File: src/rtl/vga_sync_out_pkg.sv
// rtl/vga_sync_out_pkg.sv - shared state encodings, default timings and helpers for the sync output stage
package vga_sync_out_pkg;

    localparam logic [1:0] ST_IDLE  = 2'd0;
    localparam logic [1:0] ST_FRONT = 2'd1;
    localparam logic [1:0] ST_SYNC  = 2'd2;
    localparam logic [1:0] ST_HOLD  = 2'd3;

    localparam int DEF_H_FRONT = 16;
    localparam int DEF_H_SYNC  = 96;
    localparam int DEF_V_FRONT = 10;
    localparam int DEF_V_SYNC  = 2;

    localparam int RGB_W = 3;

    function automatic int max4(input int a, input int b, input int c, input int d);
        int m;
        m = a;
        if (b > m) m = b;
        if (c > m) m = c;
        if (d > m) m = d;
        return m;
    endfunction

    // Wide enough to hold the largest porch/width value itself.
    function automatic int cnt_width(input int a, input int b, input int c, input int d);
        int w;
        w = $clog2(max4(a, b, c, d) + 1);
        return (w < 1) ? 1 : w;
    endfunction

endpackage

File: src/rtl/vga_sync_out_sync_pulse_fsm.sv
// rtl/vga_sync_out_sync_pulse_fsm.sv - porch/width sync pulse generator driven by a blank window and a tick
module sync_pulse_fsm
    import vga_sync_out_pkg::*;
#(
    parameter int   PORCH = DEF_H_FRONT,
    parameter int   WIDTH = DEF_H_SYNC,
    parameter int   CNT_W = 7,
    parameter logic POL   = 1'b0
) (
    input  logic clk,
    input  logic rst_n,
    input  logic blank,
    input  logic rise,
    input  logic tick,
    input  logic abort,
    output logic sync,
    output logic err
);

    localparam logic [CNT_W-1:0] PORCH_C = CNT_W'(PORCH);
    localparam logic [CNT_W-1:0] WIDTH_C = CNT_W'(WIDTH);

    logic [1:0]       state;
    logic [1:0]       state_n;
    logic [CNT_W-1:0] cnt;
    logic [CNT_W-1:0] cnt_n;
    logic [CNT_W-1:0] cnt_inc;
    logic             kill;

    assign cnt_inc = (&cnt) ? cnt : cnt + 1'b1;

    // Losing the blank window (or an external abort) mid-pulse is a timing fault.
    assign kill = ((state == ST_FRONT) || (state == ST_SYNC)) && (!blank || abort);
    assign err  = kill;

    always_comb begin
        state_n = state;
        cnt_n   = cnt;
        if (kill) begin
            state_n = ST_IDLE;
            cnt_n   = '0;
        end else begin
            case (state)
                ST_IDLE: begin
                    if (rise) begin
                        cnt_n   = '0;
                        state_n = (PORCH == 0) ? ST_SYNC : ST_FRONT;
                    end
                end
                ST_FRONT: begin
                    if (tick) begin
                        if (cnt_inc >= PORCH_C) begin
                            state_n = ST_SYNC;
                            cnt_n   = '0;
                        end else begin
                            cnt_n = cnt_inc;
                        end
                    end
                end
                ST_SYNC: begin
                    if (tick) begin
                        if (cnt_inc >= WIDTH_C) begin
                            state_n = ST_HOLD;
                            cnt_n   = '0;
                        end else begin
                            cnt_n = cnt_inc;
                        end
                    end
                end
                ST_HOLD: begin
                    if (!blank) state_n = ST_IDLE;
                end
                default: state_n = ST_IDLE;
            endcase
        end
    end

    always_ff @(posedge clk or negedge rst_n) begin
        if (!rst_n) begin
            state <= ST_IDLE;
            cnt   <= '0;
            sync  <= ~POL;
        end else begin
            state <= state_n;
            cnt   <= cnt_n;
            sync  <= (state_n == ST_SYNC) ? POL : ~POL;
        end
    end

endmodule

File: src/rtl/vga_sync_out.sv
// rtl/vga_sync_out.sv - video output stage: HSync/VSync pulse placement and registered RGB bus
module vga_sync_out
    import vga_sync_out_pkg::*;
#(
    parameter int               H_FRONT  = DEF_H_FRONT,
    parameter int               H_SYNC   = DEF_H_SYNC,
    parameter int               V_FRONT  = DEF_V_FRONT,
    parameter int               V_SYNC   = DEF_V_SYNC,
    parameter logic             SYNC_POL = 1'b0,
    parameter logic [3*RGB_W-1:0] BALL_RGB = 9'h1FF
) (
    input  logic             i_Clk,
    input  logic             i_Rst_n,
    input  logic             i_HBlank,
    input  logic             i_VBlank,
    input  logic             i_HReset,
    input  logic             i_VReset,
    input  logic             i_Ball,
    output logic             o_HSync,
    output logic             o_VSync,
    output logic [RGB_W-1:0] o_Red,
    output logic [RGB_W-1:0] o_Green,
    output logic [RGB_W-1:0] o_Blue,
    output logic             o_SyncErr
);

    localparam int CNT_W = cnt_width(H_FRONT, H_SYNC, V_FRONT, V_SYNC);

    logic               hblank_q;
    logic               vblank_q;
    logic               h_rise;
    logic               v_rise;
    logic               h_err;
    logic               v_err;
    logic               err_q;
    logic [3*RGB_W-1:0] rgb_q;

    assign h_rise = i_HBlank & ~hblank_q;
    assign v_rise = i_VBlank & ~vblank_q;

    sync_pulse_fsm #(
        .PORCH (H_FRONT),
        .WIDTH (H_SYNC),
        .CNT_W (CNT_W),
        .POL   (SYNC_POL)
    ) u_h_fsm (
        .clk   (i_Clk),
        .rst_n (i_Rst_n),
        .blank (i_HBlank),
        .rise  (h_rise),
        .tick  (1'b1),
        .abort (1'b0),
        .sync  (o_HSync),
        .err   (h_err)
    );

    // Vertical timing counts lines, so it only advances on end-of-line pulses.
    sync_pulse_fsm #(
        .PORCH (V_FRONT),
        .WIDTH (V_SYNC),
        .CNT_W (CNT_W),
        .POL   (SYNC_POL)
    ) u_v_fsm (
        .clk   (i_Clk),
        .rst_n (i_Rst_n),
        .blank (i_VBlank),
        .rise  (v_rise),
        .tick  (i_HReset),
        .abort (i_VReset),
        .sync  (o_VSync),
        .err   (v_err)
    );

    always_ff @(posedge i_Clk or negedge i_Rst_n) begin
        if (!i_Rst_n) begin
            hblank_q <= 1'b0;
            vblank_q <= 1'b0;
            rgb_q    <= '0;
            err_q    <= 1'b0;
        end else begin
            hblank_q <= i_HBlank;
            vblank_q <= i_VBlank;
            rgb_q    <= (i_Ball && !i_HBlank && !i_VBlank) ? BALL_RGB : '0;
            err_q    <= err_q | h_err | v_err;
        end
    end

    assign o_Red     = rgb_q[3*RGB_W-1:2*RGB_W];
    assign o_Green   = rgb_q[2*RGB_W-1:RGB_W];
    assign o_Blue    = rgb_q[RGB_W-1:0];
    assign o_SyncErr = err_q;

endmodule

File: config.mk
export PLATFORM = sky130hd
export DESIGN_NAME = vga_sync_out
export DESIGN_NICKNAME = d
export VERILOG_FILES = /design/src/rtl/vga_sync_out_pkg.sv /design/src/rtl/vga_sync_out_sync_pulse_fsm.sv /design/src/rtl/vga_sync_out.sv
export SDC_FILE = /design/constraint.sdc
export NUM_CORES = 1
export LEC_CHECK = 0
export CAP_MARGIN = 30
export CELL_PAD_IN_SITES_DETAIL_PLACEMENT = 0
export CELL_PAD_IN_SITES_GLOBAL_PLACEMENT = 2
export CORE_ASPECT_RATIO = 1.4
export CORE_MARGIN = 2
export CORE_UTILIZATION = 36
export DETAILED_ROUTE_END_ITERATION = 6
export PLACE_DENSITY = 0.84
export SETUP_SLACK_MARGIN = 0.1
export SLEW_MARGIN = 0
export SYNTH_ARGS = -nofsm -noshare
export SYNTH_HDL_FRONTEND = slang
export SYNTH_HIERARCHICAL = 1
export SYNTH_SLANG_ARGS = --single-unit
File: constraint.sdc
create_clock -name i_Clk -period 2.2 [get_ports i_Clk]
set_input_delay 0.22 -clock i_Clk [delete_from_list [all_inputs] [get_ports i_Clk]]
set_output_delay 0.22 -clock i_Clk [all_outputs]
set_load 0.02 [all_outputs]
==> results of run 1 <==
-- layout by cell type (no fill, tap or decap), drive strengths merged, types with 6 or more instances in the layout --
cell            n
inv            11
nor2            9
buf             8
nand2          13
nand3          12
nor3            6
clkdlybuf4s50  18
o21ai           8
nand4           6
ha             11
a21oi          12
conb            6
dfrtp          22
-- worst max-delay path, cell delays in order, from the launching register on --
cell	delay [ps]
dfrtp_1	440
ha_1	240
and3_2	250
mux2i_1	170
nor3b_1	370
a31oi_4	90
a211oi_1	280
-- through the flow --
| stage | hold WS [ps] | instance area (um^2) | setup WS (ps) |
|---|---|---|---|
| after floorplan | -75.6 | 1840 | 363 |
| after global placement | 456 | 2030 | 120 |
| after detailed placement | 463 | 2030 | 68.9 |
| after CTS | 323 | 2080 | 208 |
| after global routing | 339 | 2100 | 121 |
| final | 309 | 2100 | 264 |
-- timing repair --
action,CTS,global route
endpoints found under the hold margin,0,0
endpoints found under the setup margin,0,2
gates resized for setup,0,1
setup buffers,0,1
-- registers in the layout, indices dropped and copies added (netlist names) --
register       count
u_v_fsm/cnt        7
u_v_fsm/state      2
vblank_q           1
u_h_fsm/sync       1
u_h_fsm/cnt        7
hblank_q           1
u_h_fsm/state      2
u_v_fsm/sync       1
rgb_q              1
o_SyncErr          1
-- final timing paths --
kind / start / end / depth (start not counted)
setup reg to reg: u_h_fsm/cnt[0] / u_h_fsm/cnt[2] / 6
min in group i_Clk: o_SyncErr / o_SyncErr / 1
hold reg to reg: o_SyncErr / o_SyncErr / 1
max in group asynchronous: i_Rst_n / u_v_fsm/sync / 2
setup / recovery: u_h_fsm/cnt[0] / u_h_fsm/cnt[2] / 6
hold / removal: i_Rst_n / hblank_q / 2
-- cell type report --
| type | count | area, um^2 | share of cell area [%] |
|---|---|---|---|
| timing repair buffer | 26 | 240 | 11.5 |
| clock buffer | 4 | 55.1 | 2.63 |
| tap | 64 | 80.1 | 3.82 |
| sequential | 24 | 603 | 28.8 |
| multi-input combinational | 147 | 1080 | 51.3 |
| inverter | 11 | 41.3 | 1.97 |
-- report_power, final --
| part | switching [mW] | internal [mW] | leakage [nW] | total [mW] |
|---|---|---|---|---|
| combinational | 0.510 | 0.337 | 0.499 | 0.847 |
| sequential | 0.0635 | 0.499 | 0.314 | 0.562 |
| clock | 0.143 | 0.160 | 0.0288 | 0.303 |
| total | 0.716 | 0.996 | 0.842 | 1.71 |
-- routing by layer --
layer,up-vias,track usage [%]
met5,-,0
met4,0,6.58
met3,6,2.06
met2,34,25.5
met1,717,18.0
li1,743,-
-- logic make-up (layout without fill, tap and decap cells) --
family,count (synthesis),after routing,synth area share [%]
other cells,2,6,0.413
flops,24,24,33.1
mux,2,2,1.10
xor+xnor,1,1,0.481
buf+inv,25,41,8.87
simple gates,77,77,26.3
compound gates,50,50,22.1
fa+ha+maj,11,11,7.56
==> metrics.yaml, run 1 <==
pwr_density_cell_nw_per_um2: 817
yosys-top-cells-area: "dfrtp_1 (30%), ha_1 (7.6%), buf_4 (4.1%)"
power.static_leakage_nw: 0.842
wl_per_cell_um: 14.1
first_pass_iters: 4
dieArea_um2: 5650
drt_wl_total_um: 3900
yosys.area.top_type_share_pct: 30.2
rows: 30
fin_util_pct: 42.9
antenna_found_initial: 0
synth-seq-area-share_pct: 33.1
routed_via_density: 5.43
cts_tree: "yes"
drt-initial-drc-count: 117
hold_class: "primary input to asynchronous set/reset pin"
met3_length_um: 139
h-tree-depth: 1
synth_top_area_cell: "dfrtp_1"
ant_nets: 0
async_flop_share_pct: 100
final-setup-viol-count: 0
worstPathArrival_ps: 2110
period_minus_slack_ps: 1940
cts_buffer_depth: 2
final_cells: 276
reg2reg_setup_slack_ps: 260
antenna_cells: 0
grt_max_degree: 25
cp-end-kind: "flop"
grt_first_pass_wirelength_um: 6550
synth_ff_type: "dfrtp_1"
synth-edff-count: 0
syn_avg_cell_area_um2: 9.48
clock-sinks: 24
clkTransAtPathRegs_ps: 90
drive_gt1_share_pct: 16.0
io_pins: 19
synthCells: 192
clock.fmax_mhz: 517
status: "complete, no violations"
vias: 1500
die_w_um: 64.1
cp-start-kind: "flop"
place_inst: 271
period_share_pct: 88.0
crit_fanout: 6
start_util_pct: 37.3
clk_latency_ps: 260
wl_met2_um: 2000
port_buffers: 18
crit_required_ps: 2370
crit_type: "flop to flop"
skew_ps: 2.15
ys_ff_latch: 24
highest_layer: "met4"
core_area_um2: 4880
fin_nets: 231
gr-total-overflow: 0
drt_drc_violations_left: 0
cts_buffers: 3
ys_warn_count: 6
drv_cap: 0
grt_use_total_pct: 14.7
drt-met1-wl_um: 1690
synth.most_common_cell: "dfrtp_1"
synth_area_um2: 1820
peakVddDrop_mv: 0.260
synth.top_cells.by_count: "dfrtp_1 (22), nand2_1 (13)"
gp_congestion: 0.788
syn_to_final_growth_pct: 15.1
slew_violations: 0
ctsHoldBuffers: 0
dp_hpwl_um: 3000
die_y_um: 88.1
rsz0062_at_grt: "no"
cts-root-buf: "clkbuf_8"
first_global_vias: 1430
yosysUniqueCellTypes: 58
tns_ps: 0
n_fill_cell: 478
fin_total_pwr_mw: 1.71
hold_viol_final: 0
Note: power is estimated with default switching activity, not from simulation.
==> run 2, diff against run 1 <==
CORE_UTILIZATION = 35   (was 36)
PLACE_DENSITY = 0.82   (was 0.84)
SYNTH_HIERARCHICAL = default   (was 1)
==> metrics.yaml, run 2 <==
hold_ws_ps: 319  # was 309 ps
yosys.area_share.simple_pct: 19.6  # was 26.3%
placed_area_um2: 2000  # was 2030 um^2
drv_cap: 0  # unchanged
start_util_pct: 36.6  # was 37.3%
antenna_cells: 0  # unchanged
dp_hpwl_um: 3130  # was 3000 um
crit_type: "flop to flop"  # unchanged
top_usage_layer: "met2"  # unchanged
drt_drc_violations_left: 0  # unchanged
gp_congestion: 0.834  # was 0.788
port_buffers: 18  # unchanged
synth_mux_area_share_pct: 1.19  # was 1.10%
reg_top3: "u_h_fsm.cnt x7, u_v_fsm.cnt x7"  # was u_h_fsm/cnt x7, u_v_fsm/cnt x7
clkTransAtPathRegs_ps: 80  # was 90 ps
yosys.area.top_type_share_pct: 30.8  # was 30.2%
synth.most_common_cell: "dfrtp_1"  # unchanged
met1_usage_pct: 16.2  # was 18.0%
use_met2_pct: 29.5  # was 25.5%
ys_ff_latch: 24  # unchanged
rr_worst_depth: 7  # was 6
period_share_pct: 90.2  # was 88.0%
slew_violations: 0  # unchanged
vias: 1503  # was 1500
syn_avg_cell_area_um2: 9.50  # was 9.48 um^2
ys_warn_count: 0  # was 6
grt_max_degree: 25  # unchanged
fin_nets: 231  # unchanged
wl_per_cell_um: 14.9  # was 14.1 um
hold_viol_final: 0  # unchanged
peakVddDrop_mv: 0.543  # was 0.260 mV
synth_ff_type: "dfrtp_1"  # unchanged
synth-adder-area-share_pct: 9.81  # was 7.56%
first_global_vias: 1592  # was 1430
gr-total-overflow: 0  # unchanged
final-setup-viol-count: 0  # unchanged
synth_top_family_by_area: "compound AO/OA/AOI/OAI gates"  # was simple AND/OR/NAND/NOR gates
die_y_um: 88.5  # was 88.1 um
io_pins: 19  # unchanged
reg2reg_setup_slack_ps: 210  # was 260 ps
hold_class: "primary input to asynchronous set/reset pin"  # unchanged
worstMarginPinSlew_ps: 415
cp-start-kind: "flop"  # unchanged
synth_area_um2: 1790  # was 1820 um^2
first_pass_iters: 4  # unchanged
status: "complete, no violations"  # unchanged
cts_buffers: 3  # unchanged
dieArea_um2: 5700  # was 5650 um^2
rows: 30  # unchanged
slew_headroom_pct: 72.0
final_cell_mix: "dfrtp_1 (20), clkdlybuf4s50_1 (18), nand2_1 (16)"  # was dfrtp_1 (22), clkdlybuf4s50_1 (18), nand2_1 (13)
timing.rr.start: "u_h_fsm.cnt[0]"  # was u_h_fsm/cnt[0]
antenna_found_initial: 0  # unchanged
synth-seq-area-share_pct: 33.8  # was 33.1%
yosysUniqueCellTypes: 62  # was 58
drive_gt1_share_pct: 19.1  # was 16.0%
grt_first_pass_wirelength_um: 6910  # was 6550 um
drt-initial-drc-count: 65  # was 117
yosys-top-cells-area: "dfrtp_1 (31%), ha_1 (9.8%), buf_4 (3.4%)"  # was dfrtp_1 (30%), ha_1 (7.6%), buf_4 (4.1%)
ctsHoldBuffers: 0  # unchanged
pre_cts_slack_ps: 36.6  # was 68.9 ps
crit_required_ps: 2390  # was 2370 ps
synth-edff-count: 0  # unchanged
period_minus_slack_ps: 1990  # was 1940 ps
grt_use_total_pct: 15.2  # was 14.7%
ant_nets: 0  # unchanged
h-tree-depth: 1  # unchanged
async_flop_share_pct: 100  # unchanged
layout_commonest_cell: "dfrtp_1"  # unchanged
clock-sinks: 24  # unchanged
synth.top_cells.by_count: "dfrtp_1 (22), nand2_1 (16), ha_1 (14)"  # was dfrtp_1 (22), nand2_1 (13)
synth_compound_area_share_pct: 27.4  # was 22.1%
cts_buffer_depth: 2  # unchanged
synth_xor_area_share_pct: 1.47  # was 0.481%
power.static_leakage_nw: 0.886  # was 0.842 nW
skew_ps: 2.02  # was 2.15 ps
synthCells: 188  # was 192
cts_tree: "yes"  # unchanged
rsz0062_at_grt: "no"  # unchanged
clock.fmax_mhz: 504  # was 517 MHz
routed_via_density: 5.51  # was 5.43
pwr_density_cell_nw_per_um2: 976  # was 817 nW/um^2
cp-end-kind: "flop"  # unchanged
tns_ps: 0  # unchanged
die_w_um: 64.4  # was 64.1 um
core_area_um2: 4880  # unchanged
drt_wl_total_um: 4060  # was 3900 um
crit_fanout: 7  # was 6
synth_nets: 209
worstPathArrival_ps: 2180  # was 2110 ps
cts-root-buf: "clkbuf_8"  # unchanged
stdcell_area_um2: 2160  # was 2100 um^2
syn_to_final_growth_pct: 21.2  # was 15.1%
timing.rr.end: "u_h_fsm.cnt[0]"  # was u_h_fsm/cnt[2]
met3_usage_pct: 2.04  # was 2.06%
clk_latency_ps: 260  # about the same
synth_top_area_cell: "dfrtp_1"  # unchanged
setup_ws_ps: 215  # was 264 ps
[run 2: cell types whose count changed in the layout (fill, tap and decap cells not counted), sizes merged, moves of 3 or more]
cell,change
nand3b,+3
nand2b,-3
nand3,-7
conb,-6
nand2,+3
and2b,+3
ha,+3
nor3b,-3
[run 2: area by class of cell]
cell class	instances	area, um^2
clock buffers	3	41.3
clock inverters	1	30.0
fillers	492	2720
inverters	11	41.3
multi-input cells	142	1110
flip-flops and latches	24	606
well taps	64	80.1
repair buffers	28	255
[run 2: per-layer routing]
layer / part of all wire [%] / vias to the layer above
met5: 0 / -
met4: 1.6 / 0
met3: 1.3 / 6
met2: 54 / 14
met1: 43 / 732
li1: - / 751
[run 2: stage by stage]
stage | utilization, % | cells | total power [mW]
2_1_floorplan | - | 188 | 1.30
5_1_grt | 44.4 | 273 | 2.29
3_3_place_gp | 41.1 | 264 | 1.59
4_1_cts | 42.9 | 270 | 2.01
6_report | 44.4 | 273 | 2.11
3_5_place_dp | 41.1 | 264 | 1.61
[run 2: where the power goes]
part | total (mW) | internal (mW) | switching, mW | leakage (nW)
Clock | 0.384 | 0.243 | 0.141 | 0.0357
Combinational | 1.14 | 0.500 | 0.640 | 0.540
Sequential | 0.588 | 0.520 | 0.0679 | 0.310
Total | 2.11 | 1.26 | 0.849 | 0.886
[run 2: worst max-delay path by stage]
stage,start,to,slack [ps],cells past startpoint
floorplan,u_v_fsm.state[0],u_v_fsm.cnt[0],280,6
global placement,u_v_fsm.state[0],u_v_fsm.cnt[0],30,6
detailed placement,u_v_fsm.state[0],u_v_fsm.cnt[0],40,7
CTS,u_v_fsm.state[0],u_v_fsm.cnt[2],100,7
global route,u_v_fsm.cnt[0],u_v_fsm.sync,70,6
finish,u_h_fsm.cnt[0],u_h_fsm.cnt[0],210,7
[run 2: logic make-up (layout without fill, tap and decap cells)]
family          count (synthesis)  count (layout)
compound gates                 60              60
xor+xnor                        3               3
fa+ha+maj                      14              14
buf+inv                        22              43
flops                          24              24
mux                             2               2
simple gates                   63              63
[run 2: what timing repair did]
action / CTS / global route
setup buffers: 2 / 3
gates resized for setup: 1 / 8
pin swaps: 2 / 3
endpoints found under the setup margin: 5 / 14
[run 2: worst max-delay path: stages (launching register included)]
cell,delay (ps)
dfrtp_1,450
ha_1,320
and3_1,220
a32o_1,280
a211oi_4,340
buf_4,170
nor3_1,40
a21oi_1,110
==> run 3, diff against run 2 <==
CORE_ASPECT_RATIO = 1.1   (was 1.4)
==> metrics.yaml, run 3 (same netlist as run 2, synthesis figures left out) <==
status: "complete, no violations"  # unchanged
slew_headroom_pct: 69.3  # was 72.0%
pwr-share-comb_pct: 53.5  # was 54.0%
fin_nets: 232  # was 231
reg_top3: "u_h_fsm.cnt x7, u_v_fsm.cnt x7"  # unchanged
cts_buffers: 3  # unchanged
cp-start-kind: "flop"  # unchanged
rsz0062_at_grt: "yes"  # was no
antenna_cells: 0  # unchanged
clock.fmax_mhz: 498  # was 504 MHz
clock-sinks: 24  # unchanged
crit_fanout: 5  # was 7
power.share.switching_pct: 41.0  # was 40.2%
power.static_leakage_nw: 0.889  # was 0.886 nW
die_w_um: 72.1  # was 64.4 um
p_int_mw: 1.25  # was 1.26 mW
hold_class: "primary input to asynchronous set/reset pin"  # unchanged
routed_via_density: 5.59  # was 5.51
drv_cap: 0  # unchanged
power_frac_seq_pct: 28.1  # was 27.8%
worstMarginPinSlew_ps: 455  # was 415 ps
crit_type: "flop to flop"  # unchanged
place_inst: 260  # was 264
cts_tree: "yes"  # unchanged
crit_path_top_delay_cell: "a2111o_1"  # was dfrtp_1
final-setup-viol-count: 0  # unchanged
ant_nets: 0  # unchanged
h-tree-depth: 1  # unchanged
reg2reg_setup_slack_ps: 190  # was 210 ps
p_sw_mw: 0.869  # was 0.849 mW
ctsHoldBuffers: 0  # unchanged
critPathBufInv: 1  # unchanged
crit_required_ps: 2370  # was 2390 ps
fin_total_pwr_mw: 2.12  # was 2.11 mW
drt_wl_total_um: 4120  # was 4060 um
wl_per_cell_um: 15.4  # was 14.9 um
clk_latency_ps: 260  # about the same
timing.rr.end: "u_h_fsm.cnt[2]"  # was u_h_fsm.cnt[0]
antenna_found_initial: 0  # unchanged
layout_commonest_cell: "dfrtp_1"  # unchanged
timing.rr.start: "u_h_fsm.state[1]"  # was u_h_fsm.cnt[0]
skew_ps: 3.71  # was 2.02 ps
drt-initial-drc-count: 106  # was 65
grt_use_total_pct: 15.0  # was 15.2%
port_buffers: 18  # unchanged
period_share_pct: 91.2  # was 90.2%
core_area_um2: 4970  # was 4880 um^2
slew_violations: 0  # unchanged
hold_viol_final: 0  # unchanged
cts-root-buf: "clkbuf_8"  # unchanged
path_depth: 7  # unchanged
pwr-share-clk_pct: 18.4  # was 18.2%
cts_buffer_depth: 2  # unchanged
first_global_vias: 1433  # was 1592
first_pass_iters: 4  # unchanged
dp_hpwl_um: 3150  # was 3130 um
vias: 1499  # was 1503
start_util_pct: 36.0  # was 36.6%
rr_worst_depth: 7  # unchanged
pwr_density_cell_nw_per_um2: 976  # about the same
path_cells: "inv_1 -> ha_4 -> nand2_1 -> a2111o_1 -> a211oi_4 -> nor3_2 -> a311oi_2"  # was ha_1 -> and3_1 -> a32o_1 -> a211oi_4 -> buf_4 -> nor3_1 -> a21oi_1
grt_first_pass_wirelength_um: 6840  # was 6910 um
cp_top_family: "compound AO/OA/AOI/OAI gates"  # unchanged
gp_congestion: 0.932  # was 0.834
syn_to_final_growth_pct: 21.6  # was 21.2%
critPathMaxStageDelay_ps: 460  # was 450 ps
grt_max_degree: 25  # unchanged
gr-total-overflow: 0  # unchanged
dieArea_um2: 5690  # was 5700 um^2
n_fill_cell: 479  # was 492
rows: 27  # was 30
cp-startpoint: "u_h_fsm.state[1]"  # was u_h_fsm.cnt[0]
worstPathArrival_ps: 2180  # about the same
drt_drc_violations_left: 0  # unchanged
tns_ps: 0  # unchanged
drive_gt1_share_pct: 20.0  # was 19.1%
period_minus_slack_ps: 2010  # was 1990 ps
peakVddDrop_mv: 0.387  # was 0.543 mV
cp-end-kind: "flop"  # unchanged
io_pins: 19  # unchanged
clkTransAtPathRegs_ps: 90  # was 80 ps
die_y_um: 78.9  # was 88.5 um
final_cell_mix: "dfrtp_1 (20), clkdlybuf4s50_1 (18), nand2_1 (16)"  # unchanged
final_cells: 268  # was 273
[run 3: area by class of cell]
| class | instances | area [um^2] | share of cell area [%] |
|---|---|---|---|
| multi-input cells | 142 | 1120 | 51.5 |
| flip-flops and latches | 24 | 606 | 27.9 |
| repair buffers | 29 | 263 | 12.1 |
| well taps | 58 | 72.6 | 3.34 |
| clock buffers | 3 | 41.3 | 1.90 |
| inverters | 11 | 41.3 | 1.90 |
| clock inverters | 1 | 30.0 | 1.38 |
[run 3: layer usage]
layer	wire length, um	vias up	track usage, %
met4	63	0	5.85
met5	0	-	0
met1	1940	718	21.1
met3	125	4	1.40
met2	1990	31	23.7
li1	-	746	-
[run 3: worst max path at each step]
| stage | endpoint | slack [ps] |
|---|---|---|
| global placement | u_v_fsm.cnt[0] | 30 |
| finish | u_h_fsm.cnt[2] | 190 |
| floorplan | u_v_fsm.cnt[0] | 280 |
| detailed placement | u_v_fsm.cnt[0] | 20 |
| global route | u_h_fsm.cnt[5] | 70 |
| CTS | u_v_fsm.cnt[2] | 110 |
[run 3: stage by stage]
| stage | setup WS, ps | cell area, um^2 | utilization, % | hold slack (ps) |
|---|---|---|---|---|
| 2_1_floorplan | 284 | 1790 | - | -75.6 |
| 3_3_place_gp | 25.9 | 2010 | 40.5 | 521 |
| 3_5_place_dp | 24.3 | 2010 | 40.5 | 515 |
| 4_1_cts | 109 | 2090 | 42.1 | 319 |
| 5_1_grt | 66.5 | 2170 | 43.7 | 343 |
| 6_report | 193 | 2170 | 43.7 | 303 |
[run 3: worst register-to-register path: stages (launching register included)]
cell and delay, ps:
dfrtp_1 380, inv_1 120, ha_4 290, nand2_1 90
a2111o_1 460, a211oi_4 270, nor3_2 110, a311oi_2 200
[run 3: power by group through the flow]
stage               registers, mW  logic (mW)  clock network [mW]
finish                      0.595        1.13               0.390
CTS                         0.594        1.03               0.401
global placement            0.600       0.998                   0
global route                0.604        1.24               0.421
floorplan                   0.600       0.703                   0
detailed placement          0.600        1.01                   0
[run 3: what timing repair did]
action,4_1_cts,5_1_grt
gates resized for setup,2,8
pin swaps,3,5
endpoints found under the hold margin,0,0
setup endpoints to repair,6,12
setup buffers,0,4
